<file path="src/rtl/scan_index_gen.sv">
// scan_index_gen: 3-bit scan index for a downstream 3-to-8 one-hot decoder.
// A prescaler of DIV enabled cycles paces each step. The index moves up or
// down with wraparound (MODE=0) or bounces between 0 and 7 (MODE=1).
//
// Output strobe: TICK is a one-cycle valid pulse that is high in exactly the
// cycle a new stepped index first appears on {A,B,C}. There is no ready; the
// consumer must sample {A,B,C} while TICK is high. A LOAD changes the index
// without raising TICK.
module scan_index_gen #(
  parameter int DIV = 4
) (
  input  logic       clk,
  input  logic       rst,
  input  logic       EN,
  input  logic       DIR,
  input  logic       MODE,
  input  logic       LOAD,
  input  logic [2:0] D,
  output logic       A,
  output logic       B,
  output logic       C,
  output logic       TICK
);

  // The prescaler needs at least one bit even when DIV is 1.
  localparam int CW = (DIV > 1) ? $clog2(DIV) : 1;
  localparam logic [CW-1:0] LAST = CW'(DIV - 1);

  logic [2:0]    idx;
  logic [CW-1:0] cnt;
  logic          pdir;
  logic          tick_q;

  logic [2:0]    nxt_idx;
  logic          nxt_pdir;
  logic          step;

  // A step fires only on an enabled cycle whose prescaler count is terminal.
  assign step = EN && (cnt == LAST);

  // Next index and ping-pong direction assuming this cycle is a step.
  always_comb begin
    nxt_idx  = idx;
    nxt_pdir = pdir;
    if (!MODE) begin
      // Wrap mode follows DIR directly; pdir tracks DIR so that entering
      // ping-pong continues in the current direction.
      nxt_pdir = DIR;
      nxt_idx  = DIR ? (idx - 3'd1) : (idx + 3'd1);
    end else if (!pdir) begin
      if (idx == 3'd7) begin
        nxt_idx  = 3'd6;
        nxt_pdir = 1'b1;
      end else begin
        nxt_idx = idx + 3'd1;
      end
    end else begin
      if (idx == 3'd0) begin
        nxt_idx  = 3'd1;
        nxt_pdir = 1'b0;
      end else begin
        nxt_idx = idx - 3'd1;
      end
    end
  end

  // State update with priority reset > load > step > count > hold.
  always_ff @(posedge clk) begin
    if (rst) begin
      idx    <= 3'd0;
      cnt    <= '0;
      pdir   <= 1'b0;
      tick_q <= 1'b0;
    end else if (LOAD) begin
      idx    <= D;
      cnt    <= '0;
      pdir   <= DIR;
      tick_q <= 1'b0;
    end else if (step) begin
      idx    <= nxt_idx;
      cnt    <= '0;
      pdir   <= nxt_pdir;
      tick_q <= 1'b1;
    end else if (EN) begin
      cnt    <= cnt + 1'b1;
      tick_q <= 1'b0;
      if (!MODE) begin
        pdir <= DIR;
      end
    end else begin
      tick_q <= 1'b0;
    end
  end

  assign {A, B, C} = idx;
  assign TICK      = tick_q;

endmodule

</file>
<file path="config.mk">
export PLATFORM = sky130hd
export DESIGN_NAME = scan_index_gen
export DESIGN_NICKNAME = d
export VERILOG_FILES = /design/src/rtl/scan_index_gen.sv
export SDC_FILE = /design/constraint.sdc
export NUM_CORES = 1
export LEC_CHECK = 0
export ABC_AREA = 0
export CAP_MARGIN = 25
export CORE_MARGIN = 2
export CORE_UTILIZATION = 40
export DETAILED_ROUTE_END_ITERATION = 10
export MAX_ROUTING_LAYER = met4
export PLACE_DENSITY = 0.76
export REMOVE_ABC_BUFFERS = 1
export SYNTH_ARGS = -nofsm -noshare
export SYNTH_HDL_FRONTEND = slang
export SYNTH_SLANG_ARGS = --single-unit
</file>
<file path="constraint.sdc">
create_clock -name clk -period 2.26 [get_ports clk]
set_clock_uncertainty 0.05 [all_clocks]
set_input_delay 0.452 -clock clk [delete_from_list [all_inputs] [get_ports clk]]
set_output_delay 0.452 -clock clk [all_outputs]
set_load 0.03 [all_outputs]
</file>
==> summary.md <==
| Metric | Value |
|---|---|
| Outcome | `finished clean` |
| Flops & latches, synth | `7` |
| GRT Overall Usage | `0.182` |
| Slowest cell on the critical path | `clkdlybuf4s50_1` |
| Most frequent cells in the layout | `clkdlybuf4s50_1 (12), dfxtp_1 (7), ha_1 (7)` |
| RR Startpoint | `idx[0]` |
| Total CTS buffers | `3` |
| Met3 Track Usage GR | `0.0326` |
| Post_cts resized | `0` |
| Worst setup path startpoint | `idx[2]` |
| Worst path arrival time | `1.38 ns` |
| RSZ-0062 raised after global routing | `false` |
| MaxCap Viol Count | `0` |
| Vert. Die Dim | `40.7 um` |
| Vias in the first global route | `~460` |
| WL final | `~1200 um` |
| Reg2reg path depth | `5` |
| Crit path capture | `A` |
| Leakage power | `~0.29 nW` |
| Startpoint types | `register` |
| Crit path depth | `1` |
| Pre-CTS setup slack | `around 0.20 ns` |
| Avg Inst Size Synth | `~8.7 um^2` |
| Drt drc | `0` |
| Routed Antenna Nets | `0` |
| Flop pwr share | `0.411` |
| DIE AREA | `0.00166 mm^2` |
| Final hold violations | `0` |
| Final WS setup | `between 0.3 and 0.4 ns` |
| Busiest layer in global routing | `met2` |
| Area Overhead vs Synth | `29.2%` |
| Fmax | `532 MHz` |
| P per Cell Area | `between 400 and 500 mW/mm^2` |
| Synth Instances | `62` |
| Sequential-to-total area share from yosys stat | `0.260` |
| Placed cell area | `about 670 um^2` |
| Setup CP Type | `reg -> out` |
| CP Capture Type | `output port` |
| Gpl congestion | `~0.8` |
| Drt wl/cell | `roughly 13 um` |
| I/O Pins | `13` |
| Detailed Routing Iterations Pass 1 | `4` |
| Post-CTS Hold Fix Bufs | `0` |
| Non-Filler Instances | `slightly above 90` |
| Final instance area | `roughly 700 um^2` |
| Input/output buffers | `12` |
| First-pass GRT wire length | `1930 um` |
| Peak supply drop | `~0.27 mV` |
| Clock share of power | `0.346` |
| # fillers | `131` |
| Pin count of the biggest net entering global routing | `10` |
| Die W | `40.7 um` |
| Starting Density | `0.420` |
| Synth cell types | `30` |
| Final Cycle Share | `0.831` |
| Nets | `94` |
| Total setup buffers inserted after CTS | `0` |
| Setup_tns | `0 ns` |
| Vias | `512` |
| R2R Setup Slk | `around 0.50 ns` |
| Num rows | `13` |
| Post-layout util | `0.542` |
| Worst R2R End | `pdir` |
| Root Buffer | `clkbuf_4` |
| Hold Crit Class | `reg -> reg` |
| Final setup fails | `0` |
| Post-DP HPWL | `957 um` |
| Met2 usage | `0.294` |
| CTS Sinks | `7` |
| Final Critical Period | `~1.9 ns` |
| Cells along the critical path | `clkdlybuf4s50_1` |
| Worst-path clk slew | `about 0.060 ns` |
| Dpl cells | `just under 90` |
| Overflow after GRT | `0` |
| Share of cells above drive strength 1 | `0.143` |
| Worst path max stage delay | `0.71 ns` |
| Core box area | `0.00128 mm^2` |
| Switching part of the total | `0.286` |
| Pins Over Slew Limit | `0` |
| Slew HR | `0.738` |
| Post-Syn Area | `539 um^2` |
| Comb power frac | `0.243` |
| CP bufs+invs | `1` |
| Initial antenna violation count | `0` |
| Top cell family by delay on the critical path | `buffers and inverters` |
| ANT cells | `0` |
| TritonCTS clock tree | `built` |
| Met1 Resource Use GR | `0.212` |
| Most common cell after layout, fill and taps aside | `clkdlybuf4s50_1` |
| Worst hold slack | `~0.45 ns` |
| P_int | `239 uW` |
| Max Root-Sink Buffers | `2` |
| Warnings from Yosys | `0` |
| Clock Latency Late Sink | `roughly 0.25 ns` |
| Tightest Pin Transition | `0.391 ns` |
| Pwr Total | `between 300 and 400 uW` |
| DR vias/cell | `roughly 5.6` |
| H-tree depth | `1` |
| DRT iter0 DRCs | `16` |
| CP Data Required Time | `around 1.8 ns` |
| Worst-path fanout max | `6` |
| Switching power | `95.5 uW` |
==> routing by layer <==
layer  wire length, um  part of all wire  up-vias
met4                17             0.014        0
met3                74             0.060        4
met2               585              0.47       23
li1                  -                 -      253
met1               563              0.45      232
met5                 0                 0        -
==> worst min-delay path by stage <==
stage	to	start	slack [ns]	cells after the start
floorplan	cnt[1]	cnt[1]	0.41	2
global placement	cnt[1]	cnt[1]	0.43	2
detailed placement	idx[1]	idx[1]	0.44	2
CTS	idx[1]	idx[1]	0.45	2
global route	idx[1]	idx[1]	0.46	2
finish	idx[1]	idx[1]	0.45	2
==> power groups by stage <==
stage                     logic [mW]  clock network (mW)  registers (mW)
final                         0.0811               0.116           0.137
after global routing          0.0872               0.127           0.138
after floorplan               0.0358                   0           0.144
after detailed placement      0.0801                   0           0.140
after CTS                     0.0807               0.118           0.137
after global placement        0.0779                   0           0.139
==> state kept, by name, summed over array words and instances (netlist names) <==
name  count
idx       3
TICK      1
cnt       2
pdir      1
==> final cells by class <==
class                           count  area (um^2)  share of cell area
Inverter                            5         18.8              0.0269
Multi-Input combinational cell     47          358               0.513
Clock buffer                        4         26.3              0.0377
Tap cell                           15         18.8              0.0269
Timing Repair Buffer               14          135               0.194
Sequential cell                     7          140               0.201
==> cell usage after synthesis <==
cell,instances,share of area
a2111o_1,1,0.021
a211oi_1,5,0.070
a21o_2,1,0.016
a21oi_1,2,0.019
a311oi_1,1,0.016
a31oi_1,1,0.012
and3_1,1,0.012
and3b_2,1,0.019
buf_4,1,0.014
buf_6,1,0.021
clkbuf_1,1,0.0070
dfxtp_1,7,0.26
ha_1,7,0.16
inv_1,5,0.035
mux2_2,1,0.021
mux2i_1,1,0.019
nand2_1,6,0.042
nand2_4,1,0.021
nand2b_1,2,0.023
nand3b_1,1,0.014
nor2_1,4,0.028
nor2_2,1,0.012
nor3_1,2,0.019
o21ai_0,1,0.0093
o21ba_2,1,0.019
o221ai_1,1,0.016
o41ai_1,2,0.032
or2_0,1,0.012
xnor2_1,1,0.016
xor2_1,1,0.016
==> logic make-up after synthesis <==
kind of cell	count (synthesis)	share of synthesized area
multiplexers	2	0.0394
AO/OA/AOI/OAI	16	0.230
XOR/XNOR	2	0.0325
flip-flops	7	0.260
AND/OR/NAND/NOR	20	0.200
buffers and inverters	8	0.0766
adder cells (fa/ha/maj)	7	0.162
Power figures use the tool's default switching activity.
